<file path="config.mk">
export PLATFORM = sky130hd
export DESIGN_NAME = run_stats_counter_flat
export DESIGN_NICKNAME = d
export VERILOG_FILES = /design/src/rtl/run_stats_counter_pkg.sv /design/src/rtl/run_stats_counter_if.sv /design/src/rtl/run_stats_counter_stat_counter.sv /design/src/rtl/run_stats_counter.sv /design/src/flat_wrapper.sv
export SDC_FILE = /design/constraint.sdc
export NUM_CORES = 1
export LEC_CHECK = 0
export CELL_PAD_IN_SITES_DETAIL_PLACEMENT = 1
export CELL_PAD_IN_SITES_GLOBAL_PLACEMENT = 1
export CORE_ASPECT_RATIO = 1.4
export CORE_MARGIN = 2
export CORE_UTILIZATION = 40
export CTS_CLUSTER_DIAMETER = 40
export CTS_CLUSTER_SIZE = 25
export DETAILED_ROUTE_END_ITERATION = 8
export PLACE_DENSITY_LB_ADDON = 0.1
export SYNTH_ARGS = -nofsm -noshare
export SYNTH_HDL_FRONTEND = slang
export SYNTH_HIERARCHICAL = 1
export SYNTH_SLANG_ARGS = --single-unit
</file>
<file path="constraint.sdc">
create_clock -name clk -period 3.8 [get_ports clk]
set_input_delay 0.57 -clock clk [delete_from_list [all_inputs] [get_ports clk]]
set_output_delay 0.57 -clock clk [all_outputs]
set_load 0.05 [all_outputs]
</file>
<file path="src/rtl/run_stats_counter_pkg.sv">
`default_nettype none
// ============================================================================
//  Module   : run_stats_pkg
//  Brief    : Shared state encoding, default counter width and limit helper
//             for the run-statistics unit.
//  Revision : 1.0 - initial release
// ============================================================================
package run_stats_pkg;

    localparam int CNT_W_DEFAULT = 32;

    typedef enum logic [1:0] {
        IDLE = 2'd0,
        RUN  = 2'd1,
        HALT = 2'd2
    } state_t;

    // All-ones value for a counter of the given width (capped at 64 bits).
    function automatic logic [63:0] cnt_limit(input int width);
        if (width >= 64) return '1;
        return (64'd1 << width) - 64'd1;
    endfunction

endpackage
`default_nettype wire

</file>
<file path="src/rtl/run_stats_counter_if.sv">
`default_nettype none
// ============================================================================
//  Module   : run_stats_counter_if
//  Brief    : CPU retire-side signals observed by the run-statistics unit.
//  Revision : 1.0 - initial release
// ============================================================================
interface run_stats_counter_if;

    logic instr_valid;
    logic is_jump;
    logic is_branch;
    logic branch_taken;
    logic is_halt;

    modport master (
        output instr_valid, is_jump, is_branch, branch_taken, is_halt
    );

    modport slave (
        input  instr_valid, is_jump, is_branch, branch_taken, is_halt
    );

endinterface
`default_nettype wire

</file>
<file path="src/rtl/run_stats_counter_stat_counter.sv">
`default_nettype none
// ============================================================================
//  Module   : stat_counter
//  Brief    : Single event counter with synchronous clear and selectable
//             saturate-at-all-ones or modulo wrap behaviour.
//  Revision : 1.0 - initial release
// ============================================================================
module stat_counter
    import run_stats_pkg::*;
#(
    parameter int CNT_W = CNT_W_DEFAULT
) (
    input  wire logic             clk,
    input  wire logic             rst,
    input  wire logic             clr,
    input  wire logic             inc,
    input  wire logic             sat,
    output logic [CNT_W-1:0]      count
);

    localparam logic [CNT_W-1:0] c_max = CNT_W'(cnt_limit(CNT_W));

    logic [CNT_W-1:0] r_count;

    always_ff @(posedge clk) begin
        if (rst || clr) begin
            r_count <= '0;
        end else if (inc && !(sat && (r_count == c_max))) begin
            r_count <= r_count + CNT_W'(1);
        end
    end

    assign count = r_count;

endmodule
`default_nettype wire

</file>
<file path="src/rtl/run_stats_counter.sv">
`default_nettype none
// ============================================================================
//  Module   : run_stats_counter
//  Brief    : Run statistics (cycles, retires, jumps, branches, stalls) for
//             the trace logger; counts only between go and halt retire.
//             Optional stall counter enabled by RUN_STATS_STALL_CNT_EN.
//  Revision : 1.0 - initial release
// ============================================================================
module run_stats_counter
    import run_stats_pkg::*;
#(
    parameter int CNT_W          = CNT_W_DEFAULT,
    parameter int SAT_EN_DEFAULT = 1
) (
    input  wire logic          clk,
    input  wire logic          rst,
    input  wire logic          go,
    input  wire logic          clr,
    run_stats_counter_if.slave ret,
    output logic [CNT_W-1:0]   cy,
    output logic [CNT_W-1:0]   jm,
    output logic [CNT_W-1:0]   cj,
    output logic [CNT_W-1:0]   cn,
    output logic [CNT_W-1:0]   ic,
    output logic [CNT_W-1:0]   st,
    output logic               running,
    output logic               halted
);

    state_t r_state;
    state_t w_state_nxt;

    logic w_sat;
    logic w_run;
    logic w_ret;
    logic w_br;

    assign w_sat = (SAT_EN_DEFAULT != 0);

    always_ff @(posedge clk) begin
        if (rst) begin
            r_state <= IDLE;
        end else begin
            r_state <= w_state_nxt;
        end
    end

    always_comb begin
        w_state_nxt = r_state;
        case (r_state)
            IDLE:    if (go) w_state_nxt = RUN;
            RUN:     if (ret.instr_valid && ret.is_halt) w_state_nxt = HALT;
            HALT:    w_state_nxt = HALT;
            default: w_state_nxt = IDLE;
        endcase
        if (clr) w_state_nxt = IDLE;
    end

    assign running = (r_state == RUN);
    assign halted  = (r_state == HALT);

    // Counting is gated purely by state, so IDLE/HALT events fall away and
    // the halt-retire cycle itself is still counted.
    assign w_run = running;
    assign w_ret = w_run && ret.instr_valid;
    // A jump flagged as a branch too is a protocol error: count the jump only.
    assign w_br  = w_ret && ret.is_branch && !ret.is_jump;

    stat_counter #(.CNT_W(CNT_W)) u_cy (
        .clk(clk), .rst(rst), .clr(clr), .inc(w_run), .sat(w_sat), .count(cy)
    );
    stat_counter #(.CNT_W(CNT_W)) u_ic (
        .clk(clk), .rst(rst), .clr(clr), .inc(w_ret), .sat(w_sat), .count(ic)
    );
    stat_counter #(.CNT_W(CNT_W)) u_jm (
        .clk(clk), .rst(rst), .clr(clr), .inc(w_ret && ret.is_jump),
        .sat(w_sat), .count(jm)
    );
    stat_counter #(.CNT_W(CNT_W)) u_cj (
        .clk(clk), .rst(rst), .clr(clr), .inc(w_br && ret.branch_taken),
        .sat(w_sat), .count(cj)
    );
    stat_counter #(.CNT_W(CNT_W)) u_cn (
        .clk(clk), .rst(rst), .clr(clr), .inc(w_br && !ret.branch_taken),
        .sat(w_sat), .count(cn)
    );

`ifdef RUN_STATS_STALL_CNT_EN
    stat_counter #(.CNT_W(CNT_W)) u_st (
        .clk(clk), .rst(rst), .clr(clr), .inc(w_run && !ret.instr_valid),
        .sat(w_sat), .count(st)
    );
`else
    assign st = '0;
`endif

endmodule
`default_nettype wire

</file>
<file path="src/flat_wrapper.sv">
// flat-port wrapper written by rule: the top's interface ports become plain ports
module run_stats_counter_flat import run_stats_pkg::*;
#(
    parameter int CNT_W          = CNT_W_DEFAULT,
    parameter int SAT_EN_DEFAULT = 1
)
  (clk, rst, go, clr, cy, jm, cj, cn, ic, st, running, halted, ret_instr_valid, ret_is_jump, ret_is_branch, ret_branch_taken, ret_is_halt);
  run_stats_counter_if ret_i ();
  input  wire logic clk;
  input  wire logic rst;
  input  wire logic go;
  input  wire logic clr;
  output logic [CNT_W-1:0] cy;
  output logic [CNT_W-1:0] jm;
  output logic [CNT_W-1:0] cj;
  output logic [CNT_W-1:0] cn;
  output logic [CNT_W-1:0] ic;
  output logic [CNT_W-1:0] st;
  output logic running;
  output logic halted;
  input wire logic [$bits(ret_i.instr_valid)-1:0] ret_instr_valid;
  input wire logic [$bits(ret_i.is_jump)-1:0] ret_is_jump;
  input wire logic [$bits(ret_i.is_branch)-1:0] ret_is_branch;
  input wire logic [$bits(ret_i.branch_taken)-1:0] ret_branch_taken;
  input wire logic [$bits(ret_i.is_halt)-1:0] ret_is_halt;
  assign ret_i.instr_valid = ret_instr_valid;
  assign ret_i.is_jump = ret_is_jump;
  assign ret_i.is_branch = ret_is_branch;
  assign ret_i.branch_taken = ret_branch_taken;
  assign ret_i.is_halt = ret_is_halt;
  run_stats_counter #(.CNT_W(CNT_W), .SAT_EN_DEFAULT(SAT_EN_DEFAULT)) u_core (.clk(clk), .rst(rst), .go(go), .clr(clr), .ret(ret_i), .cy(cy), .jm(jm), .cj(cj), .cn(cn), .ic(ic), .st(st), .running(running), .halted(halted));
endmodule
</file>
==> results.txt <==
The run finished with clean final reports. The peak clock frequency supported by timing was 0.348 GHz; the cell depth of the worst flop-to-flop path was 9. Clock latency on the worst-skew pair, taken at its later pin, is 440 ps. The tools report the DRC violations left as 0. The most critical setup path has its startpoint at u_core/r_state[1]$_SDFFE_PP0P_. The worst path in the final design needs a cycle of 2880 ps, including I/O delays and setup. In this run, the number of DRC markers left after iteration 0 of detailed routing was 386. The logs give 30.2 mm for the total wire length and 0 for the number of buffers inserted for hold repair after clock tree synthesis.

Sorting the synthesized cells by area gives the leading types as sky130_fd_sc_hd__dfxtp_1 (36%), sky130_fd_sc_hd__or4_1 (7.0%), sky130_fd_sc_hd__o31ai_1 (5.0%). The number of gates resized after CTS was 0. The H-tree generated during clock tree synthesis spans 4 levels.

After floorplanning, the core was divided into 65 placement rows. For this design the total switching power over the nets is 0.864 mW. The fraction of post-synthesis cell area in the top cell type by area came out at 35.8%. The run gives 2683 as the final-layout fill cell count. 203 I/O pins were placed. The congestion estimate from routability-driven global placement came to 0.882. The tool flagged a number of max-cap violations equal to 0.

The per-cell via count in the routed design was 6.07; the part of the power in the clock network was 47.9%. Of the total synthesized cell area, the portion taken by XOR and XNOR cells is 2.90%. 0 antenna diodes ended up in the layout. For the area taken by flip-flops and latches, the log shows 3240 um^2.

The tools report the critical register-to-register path endpoint as u_core/u_cj/count[14]$_SDFFE_PP0P_. The synthesized netlist devotes 16.8% of its cell area to compound gates. After layout, the worst path uses 75.7% of the clock period.

The post-synthesis async set-or-reset flop share came out at 0%. Measured along the x axis, the die boundary spans 131 um. The most common flop cell mapped by yosys is sky130_fd_sc_hd__dfxtp_1.

The portion of total power attributed to sequential cells came out at 47.7%. The worst IR drop on VDD was 312 uV; the placeable core area was 22400 um^2. The required time at the worst-slack endpoint was 4140 ps. The number of port buffers is 170.

Summing every instance area after synthesis gives 9060 um^2. Measured against the total synthesized area, the mux share comes to 1.22%. The initial utilization of the core area, before any placement, comes to 40.5%. Number of cells traversed by the worst hold path: 2. The root buffer cell chosen for the clock tree is sky130_fd_sc_hd__clkbuf_16.

For the Yosys warning count, the log shows 6. The final cell area excluding filler cells is 11600 um^2, and the simple logic cell fraction of the synthesized area is 35.9%. The worst setup path is captured at a flip-flop. Summed over all layers, the global routing overflow is 0.

The critical path ends at u_core/u_cj/count[14]$_SDFFE_PP0P_. TritonCTS built the clock tree. In this run, synthesis inferred 0 flip-flops with an integrated enable.

The wire-length estimate of the detail-placed layout is 22.2 mm. The data arrival time of the critical path is 3210 ps, and the total clock buffers created by CTS is 17. The run gives 1295 as the number of nets in the layout.

For the number of hold violations in the final report, the log shows 0. For this design the static power due to leakage is 3.51 nW. The sort of element at the start of the critical path is a flip-flop.

Combinational logic is responsible for 4.3% of the overall power. The clock input transition at the sequential cells of the worst setup and hold paths was 60 ps. The share of total power consumed by net switching is 24.2%. The share of layout cells above drive strength 1 was 6.51%; the number of buffers inserted by post-CTS setup repair was 0. Maximum net fanout on the critical path: 10. The worst register-to-register path has a setup slack of 920 ps. For the global-route usage over all layers, the log shows 25.0%. Setup repair after global routing left no endpoint under its margin.

The logs give 23900 um^2 for the area of the die and 4 for the detailed-router iteration count before antenna repair. The number of antenna violations at the first check in global routing is 0. The internal power is 2.70 mW.

Once detail routing completed, the nets flagged for antenna violations numbered 0. The run gives 9662 as the routed via count. Averaged over all synthesized cells, the footprint is 8.20 um^2. The tools report the start of the worst register-to-register path as u_core/r_state[1]$_SDFFE_PP0P_. After synthesis, the largest family of logic cells by area is simple AND/OR/NAND/NOR gates. In this run the cell area measured after placement is 11000 um^2. The register bit count reported by yosys came out at 162.

The global-route wire length before repair is 49.2 mm, and the die height is 182 um. Detailed-route wire length per cell: 19.0 um. The layout overhead on the synthesized area was 27.8%. The power density normalized to cell area came out at 308 nW/um^2. The maximum buffer depth of the clock tree is 2.

The worst clock skew on the final layout is 10.3 ps, and the total negative setup slack is 0 ps. The worst setup path is of the flip-flop to flip-flop kind. Setup violations remaining at the end of the flow were counted as 0. The tools report the area of the multi-input gates as 5390 um^2. For the number of global-route vias before repair, the log shows 9619. For the worst relative slew slack, the log shows 30.7%. Fraction of the mapped netlist area in adder cells: 1.11%. The min-delay analysis places its worst path in the category flip-flop to flip-flop. The synthesized netlist contains 47 unique library cells. The largest total area in the synthesized netlist belongs to sky130_fd_sc_hd__dfxtp_1. Entering global routing, the biggest net connects 29 pins. Transition time at the pin with the least slew margin: 1030 ps. Synthesis handed over a netlist of 1105 instances.

The run gives 35.8% as the part of the Yosys area used for sequential elements. The run gives 0 as the final-report max-slew violation count. The tree built by TritonCTS fans out to 162 sinks.
## critical path: stages (launching register included)
cell and delay (ps):
sky130_fd_sc_hd__dfxtp_1 330, sky130_fd_sc_hd__inv_1 90, sky130_fd_sc_hd__ha_1 140, sky130_fd_sc_hd__buf_4 180, sky130_fd_sc_hd__and2_2 280, sky130_fd_sc_hd__and3_1 310
sky130_fd_sc_hd__nand2_1 230, sky130_fd_sc_hd__nor4_1 750, sky130_fd_sc_hd__nand3_1 150, sky130_fd_sc_hd__a221oi_1 320
## synth_stat cells (all sizes together) (27+ instances only)
cell   count
nand3     60
or4       85
nor2      46
or3       40
nor4      40
a21oi     81
dfxtp    162
o31ai     60
and3      27
nand4     70
buf       42
nor3      30
inv       48
nand2     97
## layout make-up
type                    count  share of cell area, %
inverters                  48                   1.56
flip-flops and latches    162                   28.0
well taps                 301                   3.25
clock inverters            11                  0.973
clock buffers              21                   3.89
multi-input cells         863                   46.6
repair buffers            186                   15.7
## per-layer routing
| metal | wire, um | global-route usage (%) | up-vias | share of wire (%) |
|---|---|---|---|---|
| met5 | 0 | 0 | - | 0 |
| met4 | 613 | 9.30 | 0 | 2.0 |
| met3 | 1350 | 4.77 | 41 | 4.4 |
| met2 | 15800 | 46.3 | 229 | 52 |
| met1 | 12500 | 28.4 | 4818 | 41 |
| li1 | - | - | 4574 | - |
## state kept, by name, indices dropped and copies added, names as in the netlist
register	count
u_core/u_cj/count	32
u_core/u_cn/count	32
u_core/u_cy/count	32
u_core/u_ic/count	32
u_core/u_jm/count	32
u_core/r_state	2
## power by group through the flow
stage / clock network (mW) / registers, mW / logic (mW)
after CTS: 1.74 / 1.70 / 0.155
after global routing: 1.82 / 1.70 / 0.165
after floorplan: 0 / 1.74 / 0.141
final: 1.71 / 1.70 / 0.155
after detailed placement: 0 / 1.74 / 0.155
after global placement: 0 / 1.74 / 0.154
## worst min path at each step
stage                                       startpoint                                 end  slack, ps
floorplan               u_core/r_state[1]$_SDFFE_PP0P_      u_core/r_state[1]$_SDFFE_PP0P_        450
global placement        u_core/r_state[1]$_SDFFE_PP0P_      u_core/r_state[1]$_SDFFE_PP0P_        470
detailed placement      u_core/r_state[1]$_SDFFE_PP0P_      u_core/r_state[1]$_SDFFE_PP0P_        500
CTS                     u_core/r_state[1]$_SDFFE_PP0P_      u_core/r_state[1]$_SDFFE_PP0P_        510
global route        u_core/u_cn/count[18]$_SDFFE_PP0P_  u_core/u_cn/count[18]$_SDFFE_PP0P_        530
finish              u_core/u_cn/count[18]$_SDFFE_PP0P_  u_core/u_cn/count[18]$_SDFFE_PP0P_        510
## placed cells by master (no fill, tap or decap), types with 10 or more instances in the layout
| cell type | Yosys | routed |
|---|---|---|
| sky130_fd_sc_hd__mux2i_1 | 11 | 11 |
| sky130_fd_sc_hd__conb_1 | 2 | 37 |
| sky130_fd_sc_hd__nor4_1 | 30 | 30 |
| sky130_fd_sc_hd__or4_1 | 85 | 85 |
| sky130_fd_sc_hd__a31oi_1 | 10 | 10 |
| sky130_fd_sc_hd__nand2_1 | 97 | 97 |
| sky130_fd_sc_hd__a21oi_1 | 81 | 81 |
| sky130_fd_sc_hd__o21ai_0 | 16 | 16 |
| sky130_fd_sc_hd__nand4_1 | 65 | 65 |
| sky130_fd_sc_hd__nor3_1 | 30 | 30 |
| sky130_fd_sc_hd__or2_2 | 10 | 10 |
| sky130_fd_sc_hd__nand3_1 | 60 | 60 |
| sky130_fd_sc_hd__buf_4 | 32 | 16 |
| sky130_fd_sc_hd__clkbuf_16 | 0 | 17 |
| sky130_fd_sc_hd__nor2_1 | 46 | 46 |
| sky130_fd_sc_hd__o31ai_1 | 60 | 60 |
| sky130_fd_sc_hd__o211ai_1 | 15 | 15 |
| sky130_fd_sc_hd__and3_1 | 26 | 26 |
| sky130_fd_sc_hd__dfxtp_1 | 162 | 162 |
| sky130_fd_sc_hd__and4_1 | 25 | 25 |
| sky130_fd_sc_hd__clkdlybuf4s50_1 | 0 | 170 |
| sky130_fd_sc_hd__or3_1 | 40 | 40 |
| sky130_fd_sc_hd__inv_1 | 48 | 48 |
| sky130_fd_sc_hd__xnor2_1 | 25 | 25 |
| sky130_fd_sc_hd__nor4_2 | 10 | 10 |
## logic make-up (layout without fill, tap and decap cells)
group,count (synthesis),in the layout
buffers and inverters,115,266
DFF,162,162
adders and majority gates,8,8
AOI/OAI and AO/OA,229,229
muxes,11,11
other,2,37
xor gates and xnor gates,30,30
and+or+nand+nor,548,548
## through the flow
stage	setup slack, ps	hold WS, ps	util [%]	std cells	power, mW
detailed placement	549	503	49.2	1560	1.89
CTS	939	511	51.7	1592	3.60
global route	640	535	51.7	1592	3.68
finish	922	511	51.7	1592	3.56
floorplan	1100	455	-	1140	1.88
global placement	677	469	49.2	1560	1.89
(Power assumes the default switching activity.)
